<file path="config.mk">
export PLATFORM = sky130hd
export DESIGN_NAME = pipe_kogge_stone_nbit
export DESIGN_NICKNAME = d
export VERILOG_FILES = /design/src/rtl/pipe_kogge_stone_nbit.sv
export SDC_FILE = /design/constraint.sdc
export NUM_CORES = 1
export LEC_CHECK = 0
export CAP_MARGIN = 25
export CORE_UTILIZATION = 62
export DETAILED_ROUTE_END_ITERATION = 12
export GPL_TIMING_DRIVEN = 0
export PLACE_DENSITY = 0.91
export SYNTH_ARGS = -nofsm -noshare
export SYNTH_HDL_FRONTEND = slang
export SYNTH_SLANG_ARGS = --single-unit
</file>
<file path="constraint.sdc">
create_clock -name CLK -period 2.2 [get_ports CLK]
set_input_delay 0.22 -clock CLK [delete_from_list [all_inputs] [get_ports CLK]]
set_output_delay 0.22 -clock CLK [all_outputs]
set_load 0.03 [all_outputs]
</file>
<file path="src/rtl/pipe_kogge_stone_nbit.sv">
// rtl/pipe_kogge_stone_nbit.sv - fully pipelined bw-bit Kogge-Stone adder, one prefix level per stage
// Latency is log2(bw)+3 edges; result stream is time-aligned with the operand stream.
module pipe_kogge_stone_nbit #(
  parameter int bw = 32
) (
  input  logic          CLK,
  input  logic          RESETn,
  input  logic [bw:1]   A,
  input  logic [bw:1]   B,
  input  logic          cin,
  output logic [bw:1]   sum,
  output logic          cout
);

  localparam int L = $clog2(bw);

  logic [bw:1] a_r, b_r;
  logic        cin_r;

  // Index 0 is the generate/propagate stage; index k holds the result of prefix level k.
  logic [bw:1] gg   [0:L];
  logic [bw:1] pp   [0:L];
  logic [bw:1] praw [0:L];
  logic        cc   [0:L];

  logic [bw:1] g0_nxt;

  always_comb begin
    g0_nxt    = a_r & b_r;
    g0_nxt[1] = (a_r[1] & b_r[1]) | ((a_r[1] ^ b_r[1]) & cin_r);
  end

  always_ff @(posedge CLK or negedge RESETn) begin
    if (!RESETn) begin
      a_r     <= '0;
      b_r     <= '0;
      cin_r   <= 1'b0;
      gg[0]   <= '0;
      pp[0]   <= '0;
      praw[0] <= '0;
      cc[0]   <= 1'b0;
    end else begin
      a_r     <= A;
      b_r     <= B;
      cin_r   <= cin;
      gg[0]   <= g0_nxt;
      pp[0]   <= a_r ^ b_r;
      praw[0] <= a_r ^ b_r;
      cc[0]   <= cin_r;
    end
  end

  for (genvar k = 1; k <= L; k++) begin : g_lvl
    localparam int D = 1 << (k - 1);
    logic [bw:1] g_nxt, p_nxt;

    // Bits at or below the span already hold their final group generate.
    always_comb begin
      g_nxt = gg[k-1];
      p_nxt = pp[k-1];
      for (int i = D + 1; i <= bw; i++) begin
        g_nxt[i] = gg[k-1][i] | (pp[k-1][i] & gg[k-1][i-D]);
        p_nxt[i] = pp[k-1][i] & pp[k-1][i-D];
      end
    end

    always_ff @(posedge CLK or negedge RESETn) begin
      if (!RESETn) begin
        gg[k]   <= '0;
        pp[k]   <= '0;
        praw[k] <= '0;
        cc[k]   <= 1'b0;
      end else begin
        gg[k]   <= g_nxt;
        pp[k]   <= p_nxt;
        praw[k] <= praw[k-1];
        cc[k]   <= cc[k-1];
      end
    end
  end

  always_ff @(posedge CLK or negedge RESETn) begin
    if (!RESETn) begin
      sum  <= '0;
      cout <= 1'b0;
    end else begin
      sum  <= praw[L] ^ {gg[L][bw-1:1], cc[L]};
      cout <= gg[L][bw];
    end
  end

endmodule

</file>
==> results of run 1 <==
## registers in the layout (all words and copies together), names as in the netlist
name and count:
g_lvl.g_nxt 31, b_r 32, cc 6, sum 32, pp 98, a_r 32, cout 1, gg 161
cin_r 1, praw 192
## metal layers
metal / vias to the layer above / routed length (µm)
met3: 109 / 1960
li1: 3180 / -
met2: 301 / 18900
met1: 4163 / 13800
met5: - / 0
met4: 0 / 1640
## stage by stage
stage / worst slack, ns / power [mW]
6_report: 0.316 / 23.0
5_1_grt: 0.0223 / 23.7
4_1_cts: 0.270 / 23.2
3_5_place_dp: 0.323 / 14.0
3_3_place_gp: -22.22 / 13.8
2_1_floorplan: 1.30 / 12.9
## cell usage after synthesis (all sizes together)
library cell,n
dfrtp,586
a21o,130
and2,98
ha,32
xor2,32
## power by group
group / leakage, nW / switching (mW) / internal (mW) / total (mW)
sequential: 7.14 / 0.682 / 11.8 / 12.5
clock: 0.837 / 3.82 / 5.27 / 9.10
combinational: 2.16 / 0.812 / 0.629 / 1.44
total: 10.1 / 5.32 / 17.7 / 23.0
## cell type report
type / instances / share of cell area (%)
tap: 341 / 2.11
multi-input combinational: 292 / 11.2
clock buffer: 76 / 7.60
clock inverter: 12 / 0.825
timing repair buffer: 104 / 5.53
sequential: 586 / 72.7
## worst max-delay path, stage by stage
cell,delay (ns)
dlygate4sd3_1,0.57
buf_8,0.53
buf_16,0.51
buf_16,0.45
## cells by family (layout without fill, tap and decap cells)
family,count (synthesis),count (layout)
AO/OA/AOI/OAI,130,130
XOR/XNOR,32,32
adder cells (fa/ha/maj),32,32
buffers and inverters,0,192
flip-flops,586,586
AND/OR/NAND/NOR,98,98
## worst min-delay path by stage
stage,from,cells past startpoint,end,slack [ns]
finish,A[21],1,a_r[21]$_DFF_PN0_,0.10
global route,B[13],1,b_r[13]$_DFF_PN0_,0.09
CTS,A[25],1,a_r[25]$_DFF_PN0_,0.08
detailed placement,RESETn,1,praw[30]$_DFF_PN0_,0.29
global placement,praw[79]$_DFF_PN0_,0,praw[47]$_DFF_PN0_,0.33
floorplan,RESETn,0,a_r[10]$_DFF_PN0_,-0.08
==> reports/qor.csv, run 1 <==
stage,metric,value,unit
timing,Achievable Freq,531,MHz
status,status,finished clean,
worst_hold_path,hold crit path type,in2reg,
timing,Fin Hold WS,0.101,ns
die,Die Area,28000,µm²
power_and_ir_drop,pwr/cell area,1140,nW/µm²
route,Vias,7753,
global_route,number of global-route vias before repair,8850,
yosys,syn_area_per_cell,19.3,µm²
place,Port Buffer Count,99,
route,Via density,5.49,
layout,share of cells above drive strength 1,7.66,%
timing,Fin. Hold Viols,0,
place,gpl congestion,0.804,
layout,Util after Layout,75.1,%
worst_setup_path,crit path to,a_r[6]$_DFF_PN0_,
global_route,met2 usage,47.9,%
timing,skew final,0.0138,ns
worst_setup_path,required time worst endpoint,2.82,ns
die,core region area,26900,µm²
route,final WL,36300,µm
route,drt pass-1 iters,5,
cts,TritonCTS clock tree,done,
cts,number of CTS-inserted buffers,51,
power_and_ir_drop,leak pwr,10.1,nW
worst_setup_path,path depth of the worst reg2reg path,2,
yosys,cell count after synthesis,878,
place,placed cell areas,18500,µm²
die,Top Ports,100,
yosys,Yosys reg bits,586,
global_route,initial antenna violation count,1,
timing,final setup fails,0,
timing,Setup TNS Final,0,ns
place,placed instance count,1322,
yosys,top cell type's share of synthesized area,86.6,%
worst_setup_path,Critical Path Source,RESETn,
power_and_ir_drop,peak supply drop,0.748,mV
global_route,pin count of the biggest net entering global routing,132,
layout,Register Area,14700,µm²
yosys,"top cells by area, synth","dfrtp_1 (87%), a21o_1 (5.8%), and2_1 (3.6%)",
die,FP Rows,60,
global_route,global-route usage over all layers,28.2,%
layout,"commonest non-fill, non-tap cell in the layout",dfrtp_1,
yosys,Synth cell types,5,
timing,RSZ-0062 raised after global routing,no,
route,WL/cell,25.8,µm
route,Iteration-0 DRC Markers,513,
place,detailed-placement wirelength estimate,19300,µm
layout,# diodes,0,
layout,most frequent cells in the layout,"dfrtp_1 (586), a21o_1 (130), and2_1 (98), clkdlybuf4s50_1 (98), clkbuf_16 (53)",
yosys,syn_nets,977,
timing,min Tclk post-route,1.88,ns
yosys,Post-Synth Simple-Gate Area,3.62,%
die,Horiz. Die Dim,167,µm
cts,CTS Sinks,586,
global_route,GR peak layer,met2,
yosys,mux contribution to synthesized area,0,%
cts,post-cts sizing count,0,
timing,final critical-path share of the clock period,85.6,%
worst_setup_path,Setup crit start kind,primary input,
die,Initial Util,63.0,%
layout,fill count,1357,
global_route,total grt overflow,0,
worst_setup_path,WP data arrival,2.51,ns
global_route,global-route wire length before repair,56200,µm
yosys,Synth Area in Adders,2.36,%
cts,root buffer cell,clkbuf_16,
timing,actual slew at the worst max-slew pin,0.747,ns
global_route,met3 usage,5.53,%
cts,cts hold-fix bufs,1,
cts,clk buf depth,3,
layout,Nets,1134,
cts,"Reg clk slew, reported paths",0.06,ns
layout,Area Overhead vs Synth,19.1,%
global_route,grt met1 use,35.7,%
timing,"Slew Viols, Final",0,
timing,relative slew slack,50.2,%
yosys,largest area contributor in the netlist,dfrtp_1,
worst_setup_path,Reg-to-Reg Start,a_r[1]$_DFF_PN0_,
route,Routed Antenna Nets,0,
job,maxcap violations,0,
yosys,xor and xnor area share after synthesis,1.66,%
worst_setup_path,Crit. End Element,asynchronous set/reset pin,
worst_setup_path,worst reg2reg endpoint,g_lvl[1].g_nxt[1]$_DFF_PN0_,
worst_setup_path,R2R Setup Slk,1.20,ns
yosys,Yosys warning count,0,
cts,setup bufs post-CTS,0,
yosys,post-synthesis sequential area ratio,86.6,%
layout,area of the multi-input gates,2270,µm²
die,DIE HEIGHT,167,µm
layout,Non-Filler Instances,1411,
yosys,Compound-Gate Fraction of Synth Area,5.76,%
worst_setup_path,"Max FO, Critical Path",119,
worst_setup_path,crit path kind,in2async,
route,drc violations,0,
yosys,combinational family with the most area after synthesis,compound AO/OA/AOI/OAI gates,
cts,CTS H-tree depth,2,
yosys,synthesized area,16900,µm²
layout,final instance area,20200,µm²
cts,Worst-Skew Late Latency,0.56,ns
Note: power is estimated with default switching activity, not from simulation.
==> run 2: changes to the inputs <==
Settings changed: TNS_END_PERCENT set to 20.
Clock period 2.2 ns to 2.3 ns, I/O delays scaled along.
==> results of run 2 <==
The final DEF is identical to that of run 1. Status: finished clean.
Main changes from that run: setup slack after placement 0.323 ns -> 0.413 ns; setup slack after layout 0.316 ns -> 0.406 ns; hold slack 0.101 ns -> 0.111 ns; register-to-register setup slack 1.20 ns -> 1.30 ns; total power 23.0 mW -> 22.0 mW; worst IR drop on VDD 0.748 mV -> 0.715 mV
==> run 3: changes to the inputs <==
Settings changed: CORE_UTILIZATION 62 to 52, PLACE_DENSITY 0.91 to 0.82.
Clock period 2.3 ns to 1.6 ns, I/O delays scaled along.
==> run 3 against run 2 <==
  * The flow now finishes with violations (negative hold slack)
  * Core utilization fell by 12 points
  * Via count fell by 5.9%
  * Cell count rose by 7.0%
  * Worst hold slack got worse by 0.56 ns
  * Flip-flop and latch count did not move
  * Non-clock buffer count rose by 1
  * Sequential power rose by 43%
==> reports/qor.csv, run 3 (synthesized netlist as in run 1, its figures left out) <==
stage,metric,value,unit,change
layout,max reg flops,192,,unchanged
global_route,grt met1 use,25.1,%,was 35.7%
global_route,GR peak layer,met2,,unchanged
timing,Fin. Hold Viols,73,,was 0
cts,number of CTS-inserted buffers,51,,unchanged
die,FP Rows,65,,was 60
layout,most frequent cells in the layout,"dfrtp_1 (586), a21o_1 (130), and2_1 (98)",,"was dfrtp_1 (586), a21o_1 (130), and2_1 (98), clkdlybuf4s50_1 (98), clkbuf_16 (53)"
worst_setup_path,Setup crit start kind,flip-flop,,was primary input
worst_setup_path,Top delay family on crit path,buffers and inverters,,unchanged
worst_setup_path,"Max FO, Critical Path",1,,was 119
route,Iteration-0 DRC Markers,466,,was 513
cts,CTS Sinks,586,,unchanged
place,Port Buffer Count,99,,unchanged
timing,final worst-path setup slack,0.128,ns,was 0.406 ns
place,gpl congestion,0.806,,was 0.804
timing,Achievable Freq,679,MHz,
place,placed instance count,1417,,was 1322
global_route,initial antenna violation count,2,,was 1
cts,Worst-Skew Late Latency,0.56,ns,about the same
route,drc violations,0,,unchanged
global_route,met2 usage,34.5,%,was 47.9%
layout,Non-Filler Instances,1510,,was 1411
status,violated checks,negative hold slack,,
cts,clk buf depth,3,,unchanged
worst_hold_path,hold crit path type,in2async,,was in2reg
layout,Top reg by flops,praw,,unchanged
layout,Area Overhead vs Synth,19.2,%,was 19.1%
place,pre-CTS WS,-0.512,ns,was 0.413 ns
timing,final critical-path share of the clock period,92.0,%,
die,Initial Util,53.3,%,was 63.0%
timing,skew final,0.0182,ns,was 0.0138 ns
power_and_ir_drop,leak pwr,10.1,nW,about the same
worst_setup_path,Reg-to-Reg Start,a_r[1]$_DFF_PN0_,,unchanged
route,final WL,31100,µm,was 36300 µm
die,DIE HEIGHT,182,µm,was 167 µm
cts,CTS H-tree depth,2,,unchanged
layout,largest registers,"praw: 192 flops, gg: 161 flops, pp: 98 flops",,unchanged
worst_setup_path,crit path kind,reg2out,,was in2async
layout,share of cells above drive strength 1,7.08,%,was 7.66%
layout,fill count,2002,,was 1357
worst_setup_path,worst stage delay on the critical path,0.42,ns,was 0.57 ns
timing,final setup fails,0,,unchanged
job,maxcap violations,0,,unchanged
worst_setup_path,required time worst endpoint,1.44,ns,was 2.92 ns
worst_setup_path,WP data arrival,1.31,ns,was 2.52 ns
timing,Fin Hold WS,-0.446,ns,was 0.111 ns
die,Top Ports,100,,unchanged
timing,Setup TNS Final,0,ns,unchanged
worst_setup_path,R2R Setup Slk,0.59,ns,was 1.30 ns
status,status,finished with violations,,was finished clean
route,drt pass-1 iters,5,,unchanged
route,WL/cell,20.6,µm,was 25.8 µm
die,Horiz. Die Dim,182,µm,was 167 µm
layout,"commonest non-fill, non-tap cell in the layout",dfrtp_1,,unchanged
timing,min Tclk post-route,1.47,ns,
power_and_ir_drop,peak supply drop,0.954,mV,was 0.715 mV
place,detailed-placement wirelength estimate,17600,µm,was 19300 µm
worst_setup_path,Worst path slowest cell,dlygate4sd2_1,,was dlygate4sd3_1
worst_setup_path,Crit. End Element,output pin,,was asynchronous set/reset pin
timing,RSZ-0062 raised after global routing,no,,unchanged
worst_setup_path,number of buffer and inverter stages on the critical path,1,,was 4
cts,TritonCTS clock tree,done,,unchanged
global_route,met3 usage,3.01,%,was 5.53%
global_route,number of global-route vias before repair,8399,,was 8850
timing,relative slew slack,64.2,%,was 50.2%
timing,"Slew Viols, Final",0,,unchanged
route,Via density,4.83,,was 5.49
global_route,pin count of the biggest net entering global routing,139,,was 132
cts,"Reg clk slew, reported paths",0.06,ns,about the same
timing,actual slew at the worst max-slew pin,0.537,ns,was 0.747 ns
die,core region area,31800,µm²,was 26900 µm²
cts,setup bufs post-CTS,0,,unchanged
power_and_ir_drop,pwr/cell area,1510,nW/µm²,was 1090 nW/µm²
worst_setup_path,crit path cell chain,dlygate4sd2_1,,"was dlygate4sd3_1, buf_8, buf_16, buf_16"
worst_setup_path,path depth of the worst reg2reg path,2,,unchanged
route,Vias,7296,,was 7753
route,Routed Antenna Nets,0,,unchanged
cts,root buffer cell,clkbuf_16,,unchanged
global_route,global-route wire length before repair,48600,µm,was 56200 µm
layout,Nets,1135,,was 1134
global_route,total grt overflow,0,,unchanged
worst_setup_path,worst reg2reg endpoint,g_lvl[1].g_nxt[1]$_DFF_PN0_,,unchanged
global_route,global-route usage over all layers,19.7,%,was 28.2%
die,Die Area,33300,µm²,was 28000 µm²
==> run 3: changes by cell type in the layout (fill, tap and decap cells not counted), sizes merged <==
cell	delta
clkinv	-2
bufinv	-4
clkbuf	+10
dlygate4sd2	+33
dlygate4sd3	-1
clkdlybuf4s50	-33
diode	+1
buf	+1
==> run 3: metrics by stage <==
stage	hold slack, ns	area (µm²)	total power [mW]	utilization, %
3_3_place_gp	0.331	18500	18.9	58.1
6_report	-0.446	20200	30.5	63.5
5_1_grt	-0.409	20200	31.6	63.5
4_1_cts	-0.432	20200	30.8	63.4
2_1_floorplan	-0.136	16900	17.8	-
3_5_place_dp	0.149	18600	19.1	58.5
==> run 3: area by class of cell <==
type / instances / area [µm²] / share of cell area (%)
clock buffer: 85 / 1550 / 7.66
sequential: 586 / 14700 / 72.7
tap: 435 / 544 / 2.70
multi-input combinational: 292 / 2270 / 11.2
antenna: 1 / 2.50 / 0.0124
clock inverter: 6 / 40.0 / 0.198
timing repair buffer: 105 / 1120 / 5.54
==> run 3: routing by layer <==
layer / routed length (µm) / share of wire, %
met3: 1340 / 4.3
met2: 16700 / 54
met5: 0 / 0
met4: 958 / 3.1
met1: 12100 / 39
==> run 3: report_power, final <==
part	leakage, nW	switching, mW	internal, mW	total (mW)
combinational	2.22	1.05	0.732	1.78
clock	0.772	5.11	6.57	11.7
sequential	7.14	0.837	16.2	17.0
total	10.1	6.99	23.5	30.5
==> run 3: how the worst max path moves through the flow <==
stage / startpoint / endpoint / depth (start not counted)
after floorplan: a_r[1]$_DFF_PN0_ / g_lvl[1].g_nxt[1]$_DFF_PN0_ / 2
after global placement: RESETn / praw[27]$_DFF_PN0_ / 1
after detailed placement: RESETn / sum[31]$_DFF_PN0_ / 4
after CTS: RESETn / gg[29]$_DFF_PN0_ / 4
after global routing: RESETn / pp[115]$_DFF_PN0_ / 4
final: sum[22]$_DFF_PN0_ / sum[22] / 1
==> run 3: repair_timing <==
action                     in CTS  in global routing
gates cloned                    0                  1
gates resized for setup        33                  0
setup endpoints to repair      33                138
hold endpoints to repair       73                 73
